`config.mk`:
```
export PLATFORM = sky130hd
export DESIGN_NAME = crc16_frame_seq
export DESIGN_NICKNAME = d
export VERILOG_FILES = /design/src/rtl/crc16_frame_seq.sv
export SDC_FILE = /design/constraint.sdc
export NUM_CORES = 1
export LEC_CHECK = 0
export CAP_MARGIN = 10
export CORE_ASPECT_RATIO = 1.4
export CORE_MARGIN = 2
export CORE_UTILIZATION = 47
export CTS_CLUSTER_DIAMETER = 120
export CTS_CLUSTER_SIZE = 30
export DETAILED_ROUTE_END_ITERATION = 10
export PLACE_DENSITY = 0.88
export SETUP_SLACK_MARGIN = 0.05
export SYNTH_ARGS = -nofsm -noshare
export SYNTH_HDL_FRONTEND = slang
export SYNTH_SLANG_ARGS = --single-unit
export TNS_END_PERCENT = 20
```
`constraint.sdc`:
```
create_clock -name clk -period 2.8 [get_ports clk]
set_input_delay 0.56 -clock clk [delete_from_list [all_inputs] [get_ports clk]]
set_output_delay 0.56 -clock clk [all_outputs]
set_load 0.02 [all_outputs]
```
`src/rtl/crc16_frame_seq.sv`:
```
// Frame sequencer that drives an external bit-serial crc16_engine: passes bytes through,
// appends (generate) or verifies (check) the CRC16-MODBUS trailer. Optional stats: CRC_SEQ_STATS_EN.
module crc16_frame_seq #(
  parameter int MAX_LEN = 255,
  parameter int LEN_W   = 8
) (
  input  logic             clk,
  input  logic             rst_n,
  input  logic             check_mode,
  input  logic             abort,
  input  logic [7:0]       s_data,
  input  logic             s_valid,
  input  logic             s_last,
  output logic             s_ready,
  output logic [7:0]       m_data,
  output logic             m_valid,
  output logic             m_last,
  input  logic             m_ready,
  output logic             crc_init,
  output logic [7:0]       crc_data,
  output logic             crc_valid,
  input  logic [15:0]      crc_out,
  input  logic             crc_busy,
  output logic             done,
  output logic             crc_ok,
  output logic             len_err,
  output logic [15:0]      result_crc,
  output logic [LEN_W-1:0] frame_len,
  output logic [7:0]       stat_ok_cnt,
  output logic [7:0]       stat_bad_cnt
);

  typedef enum logic [2:0] {
    S_IDLE, S_INIT, S_ACCEPT, S_WAIT, S_APP_LO, S_APP_HI, S_DONE
  } state_e;

  localparam logic [LEN_W-1:0] MAX_CNT = LEN_W'(MAX_LEN);
  localparam logic [LEN_W-1:0] MIN_CHK = LEN_W'(3);

  state_e           state_q, state_d;
  logic             mode_q, mode_d;
  logic             last_q, last_d;
  logic             ovf_q, ovf_d;
  logic [LEN_W-1:0] cnt_q, cnt_d;
  logic             done_q, done_d;
  logic             crc_ok_q, crc_ok_d;
  logic             len_err_q, len_err_d;
  logic [15:0]      result_crc_q, result_crc_d;
  logic [LEN_W-1:0] frame_len_q, frame_len_d;
  logic             fin_len_err;

  always_comb begin
    // NOTE: every signal written here gets a default first, so no branch can infer a latch.
    state_d      = state_q;
    mode_d       = mode_q;
    last_d       = last_q;
    ovf_d        = ovf_q;
    cnt_d        = cnt_q;
    crc_ok_d     = crc_ok_q;
    len_err_d    = len_err_q;
    result_crc_d = result_crc_q;
    frame_len_d  = frame_len_q;
    s_ready      = 1'b0;
    m_valid      = 1'b0;
    m_data       = 8'h00;
    m_last       = 1'b0;
    crc_init     = 1'b0;
    crc_data     = 8'h00;
    crc_valid    = 1'b0;
    fin_len_err  = ovf_q | (mode_q & (cnt_q < MIN_CHK));

    case (state_q)
      S_IDLE: begin
        if (s_valid) begin
          state_d = S_INIT;
          mode_d  = check_mode;
        end
      end
      S_INIT: begin
        crc_init = 1'b1;
        cnt_d    = '0;
        ovf_d    = 1'b0;
        last_d   = 1'b0;
        state_d  = S_ACCEPT;
      end
      S_ACCEPT: begin
        m_data  = s_data;
        m_valid = s_valid;
        m_last  = mode_q & s_last;
        s_ready = m_ready;
        if (s_valid && m_ready) begin
          crc_valid = 1'b1;
          crc_data  = s_data;
          last_d    = s_last;
          state_d   = S_WAIT;
          // Bytes past MAX_LEN still flow; only the count saturates and the overflow is remembered.
          if (cnt_q == MAX_CNT) ovf_d = 1'b1;
          else                  cnt_d = cnt_q + LEN_W'(1);
        end
      end
      S_WAIT: begin
        if (!crc_busy) begin
          if (!last_q)     state_d = S_ACCEPT;
          else if (mode_q) state_d = S_DONE;
          else             state_d = S_APP_LO;
        end
      end
      S_APP_LO: begin
        m_valid = 1'b1;
        m_data  = crc_out[7:0];
        if (m_ready) state_d = S_APP_HI;
      end
      S_APP_HI: begin
        m_valid = 1'b1;
        m_data  = crc_out[15:8];
        m_last  = 1'b1;
        if (m_ready) state_d = S_DONE;
      end
      S_DONE:  state_d = S_IDLE;
      default: state_d = S_IDLE;
    endcase

    // Abort overrides whatever the state decoded above, including a handshake in ACCEPT.
    if (abort && state_q != S_IDLE) begin
      state_d   = S_IDLE;
      crc_init  = 1'b1;
      crc_valid = 1'b0;
      s_ready   = 1'b0;
      m_valid   = 1'b0;
      m_last    = 1'b0;
    end

    // Results are registered on entry to DONE so they line up with the done pulse.
    done_d = (state_d == S_DONE);
    if (done_d) begin
      result_crc_d = crc_out;
      frame_len_d  = cnt_q;
      len_err_d    = fin_len_err;
      crc_ok_d     = !fin_len_err && (!mode_q || crc_out == 16'h0000);
    end
  end

  // NOTE: sequential state uses non-blocking assignments so all flops update from pre-edge values.
  always_ff @(posedge clk) begin
    if (!rst_n) begin
      state_q      <= S_IDLE;
      mode_q       <= 1'b0;
      last_q       <= 1'b0;
      ovf_q        <= 1'b0;
      cnt_q        <= '0;
      done_q       <= 1'b0;
      crc_ok_q     <= 1'b0;
      len_err_q    <= 1'b0;
      result_crc_q <= 16'h0000;
      frame_len_q  <= '0;
    end else begin
      state_q      <= state_d;
      mode_q       <= mode_d;
      last_q       <= last_d;
      ovf_q        <= ovf_d;
      cnt_q        <= cnt_d;
      done_q       <= done_d;
      crc_ok_q     <= crc_ok_d;
      len_err_q    <= len_err_d;
      result_crc_q <= result_crc_d;
      frame_len_q  <= frame_len_d;
    end
  end

  assign done       = done_q;
  assign crc_ok     = crc_ok_q;
  assign len_err    = len_err_q;
  assign result_crc = result_crc_q;
  assign frame_len  = frame_len_q;

`ifdef CRC_SEQ_STATS_EN
  logic [7:0] stat_ok_q, stat_ok_d, stat_bad_q, stat_bad_d;

  always_comb begin
    stat_ok_d  = stat_ok_q;
    stat_bad_d = stat_bad_q;
    if (done_d) begin
      if (crc_ok_d && stat_ok_q != 8'hFF)               stat_ok_d  = stat_ok_q + 8'd1;
      if (mode_q && !crc_ok_d && stat_bad_q != 8'hFF)   stat_bad_d = stat_bad_q + 8'd1;
    end
  end

  always_ff @(posedge clk) begin
    if (!rst_n) begin
      stat_ok_q  <= 8'h00;
      stat_bad_q <= 8'h00;
    end else begin
      stat_ok_q  <= stat_ok_d;
      stat_bad_q <= stat_bad_d;
    end
  end

  assign stat_ok_cnt  = stat_ok_q;
  assign stat_bad_cnt = stat_bad_q;
`else
  assign stat_ok_cnt  = 8'h00;
  assign stat_bad_cnt = 8'h00;
`endif

endmodule

```
==> flow_summary.ini <==
[power_and_ir_drop]
p_per_area_nw_per_um2 = 437.6
seq_power_share = 0.410
p_sw_uw = 431.2
p_clk_frac = 0.345
leakagePower_uw = 0.001187
combPwrFrac = 0.246
vdd_drop_max_v = 0.0003044
swShare = 0.2971
p_int_uw = 1020

[routing]
drt-initial-drc-count = 199
ant_nets = 0
drt-pass1-iter-count = 5
vias_per_cell = 6.168
wl_per_cell_um = 17.06
wl_um = 7301
via_count = 2640
drcViolationCount = 0

[critical_path]
r2r_slack_ps = 860
r2r_end = cnt_q[7]
worst-path-max-fanout = 10
critical_path_class = primary input to primary output
startpoint_type = primary input
crit_path_end_kind = primary output
worstPathRequired_ps = 2240
worstReg2RegStart = cnt_q[0]
ff2ff_path_depth = 5
crit_arrival_ps = 2130

[sta]
rsz0062_at_grt = true
setup_tns_ps = 0
finalCriticalPeriod_ps = 2689
fin_crit_sh = 0.9602
clock_skew_ps = 6.195
drv_slew = 0
hold_violations = 0
fmax_mhz = 371.9
setup_viol = 0

[yosys]
synth_edf_count = 0
ys.flop_type = dfxtp_1
syn_avg_cell_area_um2 = 8.209
synthArstFlopShare = 0
ys_ff_latch = 41
yosys.cell_types.count = 48
yosysWarnings = 0
syn_area_um2 = 2372
netlist_instances = 289
ys_seq_area_frac = 0.3460

[global_routing]
grt_antenna_before_repair = 0
grt_pass1_vias = 2349
overflow = 0
grt_max_degree = 26
grt_pass1_wl_um = 11270
grtUsageTotal = 0.2557

[min_path]
worstHoldStart = crc_ok
min_path_cells = 2
min_path_type = flip-flop to flip-flop
min_to = crc_ok

[floorplanning]
core_um2 = 4842
die_x_um = 64.05
fp-row-count = 30
initial_utilization = 0.4899
ios = 96
dieArea_um2 = 5640
dieHeight_um = 88.06

[clock_network]
clockBufferDepth = 2
cts-root-buf = clkbuf_8
path_clk_slew_ps = 80
cts_buffers = 5
clock_latency_ps = 300
cts.htree.levels = 2
holdBufCountCts = 0
cts.sinks = 41
cts_tree = yes

[cells_and_area]
final_nets = 396
stdcell_count = 428
antenna_cells = 0
drive_gt1_frac = 0.08516
layout_common_cells = clkdlybuf4s50_1, dfxtp_1, a21oi_1
syn2layout_area_growth_pct = 39.82
final_common_cell = clkdlybuf4s50_1

[outcome]
status = finished clean

[placement]
dp_cells = 420
numPortBuffers = 79
gp_congestion = 0.9525
dp_hpwl_um = 5161

[flow_run]
drv_cap = 0
[critical path, stage by stage]
cell	delay, ps
clkdlybuf4s50_1	510
and3_2	300
and2_1	160
clkdlybuf4s50_1	590
[metrics by stage]
stage | area [um2] | worst slack, ps | power [uW] | hold WS (ps) | util
3_3_place_gp | 3194 | 79.69 | 952.3 | 457.5 | 0.6597
6_report | 3317 | 111.3 | 1451 | 468.6 | 0.6850
2_1_floorplan | 2429 | 787.2 | 832.4 | 438.6 | -
3_5_place_dp | 3194 | 46.90 | 957.6 | 462.5 | 0.6597
5_1_grt | 3317 | 28.23 | 1491 | 489.9 | 0.6850
4_1_cts | 3312 | 71.67 | 1442 | 473.0 | 0.6840
[cell usage after synthesis, types with 5 or more instances]
master / n / area (um2)
o31ai_1: 28 / 210.2
nor4_1: 7 / 43.79
a21oi_1: 34 / 170.2
and2_1: 9 / 56.30
nand4_1: 26 / 162.7
buf_4: 16 / 120.1
nor2_1: 8 / 30.03
nand2_1: 14 / 52.55
nand3_1: 5 / 25.02
mux2i_1: 9 / 90.09
buf_2: 8 / 40.04
o21ai_0: 12 / 60.06
dfxtp_1: 41 / 820.8
inv_1: 5 / 18.77
clkbuf_1: 15 / 56.30
[final cells by class]
cell class | count | area (um2)
inverters | 6 | 22.52
clock inverters | 1 | 30.03
multi-input cells | 215 | 1346
clock buffers | 7 | 86.33
fillers | 386 | 1525
repair buffers | 94 | 930.9
flip-flops and latches | 41 | 820.8
well taps | 64 | 80.08
[flip-flops by register name (all words and copies together), names as in the netlist]
name	flops
result_crc	16
cnt_q	8
frame_len	8
state_q	3
crc_ok	1
done	1
last_q	1
len_err	1
mode_q	1
ovf_q	1
[kinds of logic (layout without fill, tap and decap cells)]
kind of cell               count (synthesis)  in the layout  synth area share
DFF                                       41             41            0.3460
muxes                                      9              9           0.03798
AOI/OAI and AO/OA                         94             94            0.2547
adders and majority gates                  1              1          0.005273
buffers and inverters                     48            108            0.1118
and+or+nand+nor                           95             95            0.2426
other                                      1             16          0.001581
[routing by layer]
layer	vias to the layer above	wire, um	part of all wire	track usage
li1	1210	-	-	-
met1	1242	2825	0.39	0.2970
met2	164	3611	0.49	0.4489
met3	24	636	0.087	0.04884
met4	0	227	0.031	0.1245
met5	-	0	0	0
[worst max path at each step]
stage	startpoint	endpoint	slack, ps	cells after the start
3_3_place_gp	s_valid	crc_data[4]	80	4
4_1_cts	state_q[1]	m_data[1]	70	4
2_1_floorplan	state_q[0]	m_data[0]	790	4
6_report	s_valid	crc_data[3]	110	4
3_5_place_dp	s_valid	crc_data[3]	50	4
5_1_grt	state_q[2]	m_data[7]	30	5
[timing repair]
action	4_1_cts	5_1_grt
cloned	0	0
buffers inserted	0	0
setup endpoints to repair	3	7
resized for setup	1	2
[power groups by stage]
stage / clock network (uW) / registers [uW] / logic, uW
global placement: 0 / 608 / 344
detailed placement: 0 / 609 / 349
global route: 517 / 595 / 378
CTS: 498 / 595 / 349
floorplan: 0 / 608 / 225
finish: 500 / 595 / 356
Note: power is estimated with default switching activity, not from simulation.
